**src/rtl/hazard_pkg.sv**
```systemverilog
// Shared latency defaults and counter-width helper for the hazard scoreboard.
package hazard_pkg;

  localparam int REG_ADDR_W_DEF = 5;
  localparam int NUM_SRC_DEF    = 2;
  localparam int ALU_LAT_DEF    = 1;
  localparam int LOAD_LAT_DEF   = 2;
  localparam int WB_LAT_DEF     = 3;

  // Width needed to hold L-1 for the largest latency; never narrower than one bit.
  function automatic int cnt_width(input int alu_lat, input int load_lat, input int wb_lat);
    int m;
    m = alu_lat;
    if (load_lat > m) m = load_lat;
    if (wb_lat > m) m = wb_lat;
    return (m < 2) ? 1 : $clog2(m);
  endfunction

endpackage

```
**src/rtl/hazard_scoreboard_if.sv**
```systemverilog
// Issue-stage bundle between the ID stage (master) and the hazard scoreboard (slave).
interface hazard_scoreboard_if
  import hazard_pkg::*;
#(
  parameter int REG_ADDR_W = REG_ADDR_W_DEF,
  parameter int NUM_SRC    = NUM_SRC_DEF
);

  logic                            issue_valid;
  logic                            issue_wb_en;
  logic                            issue_is_load;
  logic [REG_ADDR_W-1:0]           issue_dest;
  logic [NUM_SRC*REG_ADDR_W-1:0]   src_addr;
  logic [NUM_SRC-1:0]              src_valid;
  logic                            forward_en;
  logic                            flush;
  logic                            stall;
  logic [(2**REG_ADDR_W)-1:0]      busy_vec;
  logic [31:0]                     stall_cycles;

  modport master (
    output issue_valid, issue_wb_en, issue_is_load, issue_dest,
           src_addr, src_valid, forward_en, flush,
    input  stall, busy_vec, stall_cycles
  );

  modport slave (
    input  issue_valid, issue_wb_en, issue_is_load, issue_dest,
           src_addr, src_valid, forward_en, flush,
    output stall, busy_vec, stall_cycles
  );

endinterface

```
**src/rtl/hazard_scoreboard_sb_counter.sv**
```systemverilog
// Per-register countdown: load wins over decrement, decrement saturates at zero.
module sb_counter #(
  parameter int CNT_W = 2
) (
  input  logic             clk,
  input  logic             rst_n,
  input  logic             i_load,
  input  logic [CNT_W-1:0] i_load_val,
  output logic             o_busy
);

  logic [CNT_W-1:0] r_count;

  always_ff @(posedge clk or negedge rst_n) begin
    if (!rst_n) begin
      r_count <= '0;
    end else if (i_load) begin
      r_count <= i_load_val;
    end else if (r_count != '0) begin
      r_count <= r_count - CNT_W'(1);
    end
  end

  assign o_busy = (r_count != '0);

endmodule

```
**src/rtl/hazard_scoreboard.sv**
```systemverilog
// RAW hazard scoreboard with per-register countdowns and combinational stall.
// Define HAZARD_PERF_EN to build the saturating stall_cycles counter.
module hazard_scoreboard
  import hazard_pkg::*;
#(
  parameter int REG_ADDR_W = REG_ADDR_W_DEF,
  parameter int NUM_SRC    = NUM_SRC_DEF,
  parameter int ALU_LAT    = ALU_LAT_DEF,
  parameter int LOAD_LAT   = LOAD_LAT_DEF,
  parameter int WB_LAT     = WB_LAT_DEF
) (
  input logic                clk,
  input logic                rst_n,
  hazard_scoreboard_if.slave sb_if
);

  localparam int NUM_REGS = 2**REG_ADDR_W;
  localparam int CNT_W    = cnt_width(ALU_LAT, LOAD_LAT, WB_LAT);

  localparam logic [CNT_W-1:0] ALU_VAL  = CNT_W'(ALU_LAT - 1);
  localparam logic [CNT_W-1:0] LOAD_VAL = CNT_W'(LOAD_LAT - 1);
  localparam logic [CNT_W-1:0] WB_VAL   = CNT_W'(WB_LAT - 1);

  logic [NUM_REGS-1:0] w_busy;
  logic [NUM_SRC-1:0]  w_src_hit;
  logic                w_stall;
  logic                w_accept;
  logic [CNT_W-1:0]    w_load_val;

  // Sources look at pre-update counters, so an instruction never waits on its own dest.
  for (genvar gi = 0; gi < NUM_SRC; gi++) begin : g_src
    assign w_src_hit[gi] = sb_if.src_valid[gi] &
                           w_busy[sb_if.src_addr[gi*REG_ADDR_W +: REG_ADDR_W]];
  end

  assign w_stall  = sb_if.issue_valid & ~sb_if.flush & (|w_src_hit);
  assign w_accept = sb_if.issue_valid & ~w_stall & ~sb_if.flush &
                    sb_if.issue_wb_en & (sb_if.issue_dest != '0);

  always_comb begin
    w_load_val = ALU_VAL;
    if (!sb_if.forward_en) begin
      w_load_val = WB_VAL;
    end else if (sb_if.issue_is_load) begin
      w_load_val = LOAD_VAL;
    end
  end

  assign w_busy[0] = 1'b0;

  for (genvar gi = 1; gi < NUM_REGS; gi++) begin : g_reg
    sb_counter #(
      .CNT_W(CNT_W)
    ) u_cnt (
      .clk        (clk),
      .rst_n      (rst_n),
      .i_load     (w_accept && (sb_if.issue_dest == REG_ADDR_W'(gi))),
      .i_load_val (w_load_val),
      .o_busy     (w_busy[gi])
    );
  end

  assign sb_if.stall    = w_stall;
  assign sb_if.busy_vec = w_busy;

`ifdef HAZARD_PERF_EN
  logic [31:0] r_stall_cycles;

  always_ff @(posedge clk or negedge rst_n) begin
    if (!rst_n) begin
      r_stall_cycles <= '0;
    end else if (w_stall && (r_stall_cycles != 32'hFFFF_FFFF)) begin
      r_stall_cycles <= r_stall_cycles + 32'd1;
    end
  end

  assign sb_if.stall_cycles = r_stall_cycles;
`else
  assign sb_if.stall_cycles = 32'd0;
`endif

endmodule

```
**src/flat_wrapper.sv**
```systemverilog
// flat-port wrapper written by rule: the top's interface ports become plain ports
module hazard_scoreboard_flat import hazard_pkg::*;
#(
  parameter int REG_ADDR_W = REG_ADDR_W_DEF,
  parameter int NUM_SRC    = NUM_SRC_DEF,
  parameter int ALU_LAT    = ALU_LAT_DEF,
  parameter int LOAD_LAT   = LOAD_LAT_DEF,
  parameter int WB_LAT     = WB_LAT_DEF
)
  (clk, rst_n, sb_if_issue_valid, sb_if_issue_wb_en, sb_if_issue_is_load, sb_if_issue_dest, sb_if_src_addr, sb_if_src_valid, sb_if_forward_en, sb_if_flush, sb_if_stall, sb_if_busy_vec, sb_if_stall_cycles);
  hazard_scoreboard_if #(.REG_ADDR_W(REG_ADDR_W), .NUM_SRC(NUM_SRC)) sb_if_i ();
  input logic clk;
  input logic rst_n;
  input wire logic [$bits(sb_if_i.issue_valid)-1:0] sb_if_issue_valid;
  input wire logic [$bits(sb_if_i.issue_wb_en)-1:0] sb_if_issue_wb_en;
  input wire logic [$bits(sb_if_i.issue_is_load)-1:0] sb_if_issue_is_load;
  input wire logic [$bits(sb_if_i.issue_dest)-1:0] sb_if_issue_dest;
  input wire logic [$bits(sb_if_i.src_addr)-1:0] sb_if_src_addr;
  input wire logic [$bits(sb_if_i.src_valid)-1:0] sb_if_src_valid;
  input wire logic [$bits(sb_if_i.forward_en)-1:0] sb_if_forward_en;
  input wire logic [$bits(sb_if_i.flush)-1:0] sb_if_flush;
  output wire logic [$bits(sb_if_i.stall)-1:0] sb_if_stall;
  output wire logic [$bits(sb_if_i.busy_vec)-1:0] sb_if_busy_vec;
  output wire logic [$bits(sb_if_i.stall_cycles)-1:0] sb_if_stall_cycles;
  assign sb_if_i.issue_valid = sb_if_issue_valid;
  assign sb_if_i.issue_wb_en = sb_if_issue_wb_en;
  assign sb_if_i.issue_is_load = sb_if_issue_is_load;
  assign sb_if_i.issue_dest = sb_if_issue_dest;
  assign sb_if_i.src_addr = sb_if_src_addr;
  assign sb_if_i.src_valid = sb_if_src_valid;
  assign sb_if_i.forward_en = sb_if_forward_en;
  assign sb_if_i.flush = sb_if_flush;
  assign sb_if_stall = sb_if_i.stall;
  assign sb_if_busy_vec = sb_if_i.busy_vec;
  assign sb_if_stall_cycles = sb_if_i.stall_cycles;
  hazard_scoreboard #(.REG_ADDR_W(REG_ADDR_W), .NUM_SRC(NUM_SRC), .ALU_LAT(ALU_LAT), .LOAD_LAT(LOAD_LAT), .WB_LAT(WB_LAT)) u_core (.clk(clk), .rst_n(rst_n), .sb_if(sb_if_i));
endmodule
```
**config.mk**
```make
export PLATFORM = sky130hd
export DESIGN_NAME = hazard_scoreboard_flat
export DESIGN_NICKNAME = d
export VERILOG_FILES = /design/src/rtl/hazard_pkg.sv /design/src/rtl/hazard_scoreboard_if.sv /design/src/rtl/hazard_scoreboard_sb_counter.sv /design/src/rtl/hazard_scoreboard.sv /design/src/flat_wrapper.sv
export SDC_FILE = /design/constraint.sdc
export NUM_CORES = 1
export LEC_CHECK = 0
export ABC_AREA = 1
export CAP_MARGIN = 10
export CORE_ASPECT_RATIO = 0.6
export CORE_MARGIN = 4
export CORE_UTILIZATION = 30
export DETAILED_ROUTE_END_ITERATION = 8
export PLACE_DENSITY_LB_ADDON = 0.15
export SLEW_MARGIN = 25
export SYNTH_ARGS = -nofsm -noshare
export SYNTH_HDL_FRONTEND = slang
export SYNTH_HIERARCHICAL = 1
export SYNTH_SLANG_ARGS = --single-unit
```
**constraint.sdc**
```tcl
create_clock -name clk -period 2.4 [get_ports clk]
set_input_delay 0.24 -clock clk [delete_from_list [all_inputs] [get_ports clk]]
set_output_delay 0.24 -clock clk [all_outputs]
set_load 0.01 [all_outputs]
```
==> results of run 1 <==
-- routing by layer --
layer	share of wire [%]	vias to the layer above
li1	-	2734
met1	52	2354
met2	40	167
met3	7.0	12
met4	0.91	0
met5	0	-
-- Yosys cell counts, types with 2 or more instances --
| master | count |
|---|---|
| nand3_2 | 2 |
| clkbuf_1 | 2 |
| nor2_1 | 12 |
| buf_6 | 9 |
| inv_1 | 166 |
| ha_1 | 31 |
| dfrtp_1 | 62 |
| inv_2 | 33 |
| buf_4 | 33 |
| nand3_1 | 208 |
| nand2_1 | 195 |
| nor2_2 | 61 |
| buf_2 | 3 |
-- power by group --
part	leakage, uW	internal, uW	switching (uW)
clock network	0.000137	796	510
logic	0.00265	2640	2960
registers	0.000739	1630	311
total	0.00353	5060	3780
-- final cells by class --
type / count / area share (%)
clock inverters: 6 / 0.894
flip-flops and latches: 62 / 21.7
multi-input cells: 546 / 42.6
repair buffers: 132 / 16.7
inverters: 201 / 10.8
well taps: 234 / 4.10
clock buffers: 9 / 3.16
-- cells by family after synthesis --
| logic type | after synthesis |
|---|---|
| buffers and inverters | 248 |
| AO/OA/AOI/OAI | 2 |
| adder cells (fa/ha/maj) | 31 |
| flip-flops | 62 |
| AND/OR/NAND/NOR | 480 |
| other | 1 |
-- worst register-to-register path: cells and delay by family, from the launching register on --
kind / cells / cell delay [ns]
AND/OR/NAND/NOR: 10 / 0.97
buffers and inverters: 5 / 0.58
flip-flops: 1 / 0.38
adder cells (fa/ha/maj): 1 / 0.17
AO/OA/AOI/OAI: 1 / 0.05
-- metrics by stage --
stage | util, % | hold slack, ns | instance area [sq um]
2_1_floorplan | - | -0.0556 | 5460
3_3_place_gp | 37.2 | 0.294 | 6430
5_1_grt | 41.2 | 0.509 | 7130
4_1_cts | 38.9 | 0.490 | 6740
3_5_place_dp | 37.2 | 0.297 | 6430
6_report | 41.2 | 0.468 | 7130
-- timing repair --
| action | 4_1_cts | 5_1_grt |
|---|---|---|
| hold buffers | 1 | 0 |
| buffers inserted | 1 | 13 |
| gates resized for setup | 3 | 134 |
| cloned | 0 | 1 |
| pin swaps | 0 | 16 |
| hold endpoints to repair | 62 | 0 |
| endpoints found under the setup margin | 1 | 61 |
-- worst max path at each step --
| stage | end | from | slack, ns |
|---|---|---|---|
| 2_1_floorplan | u_core/g_reg[11].u_cnt/r_count[0] | u_core/g_reg[11].u_cnt/r_count[0] | 0.49 |
| 3_3_place_gp | sb_if_stall | sb_if_src_addr[0] | -0.14 |
| 3_5_place_dp | sb_if_stall | sb_if_src_addr[0] | -0.14 |
| 4_1_cts | sb_if_stall | u_core/g_reg[24].u_cnt/r_count[0] | 0.02 |
| 5_1_grt | u_core/g_reg[2].u_cnt/r_count[0] | u_core/g_reg[1].u_cnt/r_count[0] | -0.01 |
| 6_report | u_core/g_reg[2].u_cnt/r_count[0] | sb_if_src_addr[0] | 0.12 |
==> results.json, run 1 <==
{
  "crit_path_start_kind": "input port",
  "power_density_nw_per_um2": 1240,
  "synth_top_area_share_pct": 29.1,
  "place_inst": 1159,
  "arrival_ns": 2.50,
  "die_h_um": 111,
  "cts_root_buf": "clkbuf_16",
  "fp.dieW_um": 180,
  "start_util_pct": 30.8,
  "synth_seq_cells": 62,
  "synth-adder-area-share_pct": 7.27,
  "io_buffers": 55,
  "synth-edff-count": 0,
  "max_freq_mhz": 439,
  "post_drt_via_cell_ratio": 4.43,
  "dieArea_sq_um": 20100,
  "multiInputGateArea_sq_um": 3040,
  "gr-max-usage-layer": "met1",
  "dp_hpwl_mm": 11.7,
  "cp_max_fo": 9,
  "antenna_found_initial": 0,
  "crit_type": "input port to flop",
  "ff_latch_area_sq_um": 1550,
  "fin_ws_ns": 0.121,
  "synth.largest_area_cell": "dfrtp_1",
  "firstDrtPassIters": 5,
  "syn_area_sq_um": 5340,
  "grt_use_met3_pct": 3.87,
  "path_delay_family": "buffers and inverters",
  "num_antenna_cells": 0,
  "cts.sinks": 62,
  "skew_ns": 0.00908,
  "drc": 0,
  "ant_nets": 0,
  "fill_cells": 1839,
  "num_rows": 37,
  "status": "completed",
  "coreArea_sq_um": 17300,
  "vias": 5267,
  "grt-ovfl-total": 0,
  "largest_reg_flops": 62,
  "synth_top_family_by_area": "simple AND/OR/NAND/NOR gates",
  "cp_cell_sequence": "clkdlybuf4s50_1, buf_4, nand2_1, nand3_1, nand3_1, nand3_1, nand3_1, nand3_2, buf_6, nand3_4, clkbuf_16, nor2_4, nor2_2, nand2_1, nand3_2",
  "cp_num_buf_inv": 4,
  "layout_commonest_cell": "nand3_1",
  "ioPinCount": 89,
  "insertion_delay_ns": 0.33,
  "cp.required_ns": 2.62,
  "ys_dominant_reg_cell": "dfrtp_1",
  "hold_class": "input port to asynchronous set/reset pin",
  "synthMuxAreaShare_pct": 0,
  "top_register": "u_core/g.u_cnt/r_count",
  "reg_top3": "u_core/g.u_cnt/r_count x62",
  "pre_cts_ws_ns": -0.142,
  "fin_nets": 1007,
  "cp_slowest_cell": "clkdlybuf4s50_1",
  "synthTopCellsByArea": "dfrtp_1, nand3_1, nand2_1, inv_1, ha_1",
  "cts_tree": "built",
  "synthCells": 824,
  "syn_area_per_cell_sq_um": 6.48,
  "period_share_pct": 94.9,
  "drv_cap": 0,
  "mostFrequentLayoutCells": "nand3_1, nand2_1, inv_2",
  "wire_per_inst_um": 13.3,
  "clk_pin_slew_worst_paths_ns": 0.06,
  "cpMostUsedCell": "nand3_1",
  "drive_gt1_share_pct": 30.9,
  "cts_buffers": 9,
  "groute.usage.overall_pct": 15.7,
  "async_reset_ff_share_pct": 100,
  "crit_cells": 15,
  "layoutNonFillerInstCount": 1190,
  "ys_seq_area_share_pct": 29.1,
  "setup_viol": 0,
  "gp_congestion": 0.834,
  "report.final.slew_viol_count": 0,
  "synth-xor-area-share_pct": 0,
  "routed_wl_mm": 15.9,
  "met2_usage_pct": 22.0,
  "finalCriticalPeriod_ns": 2.28,
  "drtIter0Drc": 345,
  "max_stage_delay_ns": 0.61,
  "p_total_uw": 8840,
  "fin_setup_tns_ns": 0,
  "grt_pass1_wl_mm": 25.1,
  "vdd_drop_max_v": 0.000621,
  "r2r_cells": 17,
  "hold_viol": 0,
  "p_leak_uw": 0.00353,
  "clockBufferDepth": 2,
  "r2r-end": "u_core/g_reg[2].u_cnt/r_count[0]",
  "grt_max_degree": 63,
  "synth_compound_area_share_pct": 0.328,
  "yosysWarnings": 6,
  "reg2reg_slack_ns": 0.13,
  "grt_use_met1_pct": 24.3,
  "critPathCaptureType": "flop",
  "synth-simple-area-share_pct": 42.0,
  "synthToLayoutAreaGrowth_pct": 33.7,
  "synth.distinct_cells": 20,
  "grt_pass1_vias": 4726,
  "htree_num_levels": 3,
  "reg2reg_from": "u_core/g_reg[19].u_cnt/r_count[0]"
}
Note: power is estimated with default switching activity, not from simulation.
==> run 2: changes to the inputs <==
--- a/config.mk
+++ b/config.mk
@@ -11,7 +11,9 @@
 export CORE_MARGIN = 4
 export CORE_UTILIZATION = 30
 export DETAILED_ROUTE_END_ITERATION = 8
+export HOLD_SLACK_MARGIN = 0.08
 export PLACE_DENSITY_LB_ADDON = 0.15
+export SKIP_CTS_REPAIR_TIMING = 1
 export SLEW_MARGIN = 25
 export SYNTH_ARGS = -nofsm -noshare
 export SYNTH_HDL_FRONTEND = slang
==> run 2 against run 1 <==
Critical path type is now flop to flop. Routed wire length is 2.0% lower. Non-clock buffer count is 11 lower. Global-route usage hardly changed. Register-to-register slack barely moved. Cell count fell by 0.92%. Final area down 3.6%. Die area did not move.
==> results.json, run 2 (synthesis gave the netlist of run 1 again) <==
{
  "status": "completed",
  "skew_ns": 0.00992,
  "setup_viol": 0,
  "period_share_pct": 94.5,
  "grt_max_degree": 63,
  "htree_num_levels": 3,
  "drc": 0,
  "p_total_uw": 8430,
  "layoutNonFillerInstCount": 1179,
  "start_util_pct": 30.8,
  "mostFrequentLayoutCells": "nand3_1, nand2_1, inv_1",
  "clk_pin_slew_worst_paths_ns": 0.06,
  "grt-ovfl-total": 0,
  "met2_usage_pct": 21.9,
  "fin_ws_ns": 0.131,
  "place_inst": 1159,
  "multiInputGateArea_sq_um": 2880,
  "comb_power_share_pct": 61.8,
  "dp_hpwl_mm": 11.7,
  "cts_buffers": 9,
  "fill_cells": 1843,
  "max_freq_mhz": 441,
  "grt_pass1_vias": 4720,
  "reg2reg_slack_ns": 0.13,
  "synthToLayoutAreaGrowth_pct": 28.9,
  "ant_nets": 0,
  "drtIter0Drc": 369,
  "p_int_uw": 4820,
  "crit_type": "flop to flop",
  "antenna_found_initial": 0,
  "fp.dieW_um": 180,
  "clockBufferDepth": 2,
  "wire_per_inst_um": 13.2,
  "cts_root_buf": "clkbuf_16",
  "grt_use_met3_pct": 3.84,
  "num_rows": 37,
  "grt_use_met1_pct": 24.3,
  "gr-max-usage-layer": "met1",
  "drive_gt1_share_pct": 24.7,
  "cp_max_fo": 14,
  "firstDrtPassIters": 5,
  "seqPwrFrac_pct": 22.7,
  "vias": 5156,
  "p_sw_share_pct": 42.8,
  "dieArea_sq_um": 20100,
  "reg_top3": "u_core/g.u_cnt/r_count x62",
  "layout_commonest_cell": "nand3_1",
  "vdd_drop_max_v": 0.000583,
  "power_density_nw_per_um2": 1230,
  "critPathCaptureType": "flop",
  "cts.sinks": 62,
  "largest_reg_flops": 62,
  "top_register": "u_core/g.u_cnt/r_count",
  "r2r-end": "u_core/g_reg[10].u_cnt/r_count[1]",
  "die_h_um": 111,
  "num_antenna_cells": 0,
  "p_leak_uw": 0.00350,
  "report.final.slew_viol_count": 0,
  "ff_latch_area_sq_um": 1550,
  "drv_cap": 0,
  "reg2reg_from": "u_core/g_reg[11].u_cnt/r_count[0]",
  "cts_tree": "built",
  "ioPinCount": 89,
  "crit_path_start_kind": "flop",
  "hold_viol": 0,
  "hold_class": "input port to asynchronous set/reset pin",
  "arrival_ns": 2.49,
  "finalCriticalPeriod_ns": 2.27,
  "io_buffers": 55,
  "post_drt_via_cell_ratio": 4.37,
  "gp_congestion": 0.834,
  "cp.required_ns": 2.62,
  "insertion_delay_ns": 0.33,
  "r2r_cells": 17,
  "routed_wl_mm": 15.6,
  "switching_power_uw": 3610,
  "rsz0062_at_grt": "true",
  "coreArea_sq_um": 17300,
  "groute.usage.overall_pct": 15.6,
  "pre_cts_ws_ns": -0.142,
  "grt_pass1_wl_mm": 25.1,
  "fin_nets": 996,
  "power_frac_clock_pct": 15.5
}
run 2: changes by cell type in the layout (fill, tap and decap cells not counted), sizes merged:
cell | before | now
buf | 76 | 65
run 2: metrics by stage:
stage	instance area, sq um	hold slack, ns	setup TNS, ns	utilization [%]
finish	6880	0.473	0	39.7
global route	6880	0.508	-0.384	39.7
CTS	6720	-0.0631	-0.346	38.8
detailed placement	6430	0.297	-1.17	37.2
global placement	6430	0.294	-1.59	37.2
floorplan	5460	-0.0556	0	-
run 2: worst max-delay path by stage:
stage                                                 start                                 to  slack [ns]  depth (start not counted)
after floorplan           u_core/g_reg[11].u_cnt/r_count[0]  u_core/g_reg[11].u_cnt/r_count[0]        0.49                         16
after global placement                    sb_if_src_addr[0]                        sb_if_stall       -0.14                         10
after detailed placement                  sb_if_src_addr[0]                        sb_if_stall       -0.14                         10
after CTS                 u_core/g_reg[24].u_cnt/r_count[0]                        sb_if_stall       -0.35                         12
after global routing      u_core/g_reg[20].u_cnt/r_count[0]  u_core/g_reg[10].u_cnt/r_count[0]       -0.04                         17
final                     u_core/g_reg[11].u_cnt/r_count[0]  u_core/g_reg[10].u_cnt/r_count[1]        0.13                         17
run 2: area by class of cell:
class	count	area share (%)
Inverter	201	11.1
Sequential cell	62	22.6
Clock inverter	6	0.928
Multi-Input combinational cell	546	41.8
Tap cell	234	4.26
Clock buffer	9	3.27
Timing Repair Buffer	121	16.1
run 2: critical path, cell delays in order, from the launching register on:
cell and delay (ns):
dfrtp_1 0.39, inv_1 0.09, ha_1 0.16, inv_1 0.08, inv_2 0.08, nand2_1 0.05, nand3_1 0.08, nand3_1 0.09
nand3_1 0.09, nand3_1 0.08, nand3_2 0.09, buf_4 0.12, nand3_4 0.12, buf_12 0.19, nor2_2 0.22, inv_2 0.06
nand3_1 0.08, nand3_1 0.07
run 2: power groups by stage:
stage | registers, uW | clock network (uW) | logic (uW)
floorplan | 1850 | 0 | 3130
global placement | 1930 | 0 | 5080
detailed placement | 1910 | 0 | 5040
CTS | 1900 | 1350 | 5070
global route | 1980 | 1390 | 6020
finish | 1910 | 1300 | 5210
run 2: routing by layer:
layer,share of wire [%],wire (um)
met1,52,8080
met2,40,6180
met3,7.5,1170
met4,0.93,145
met5,0,0
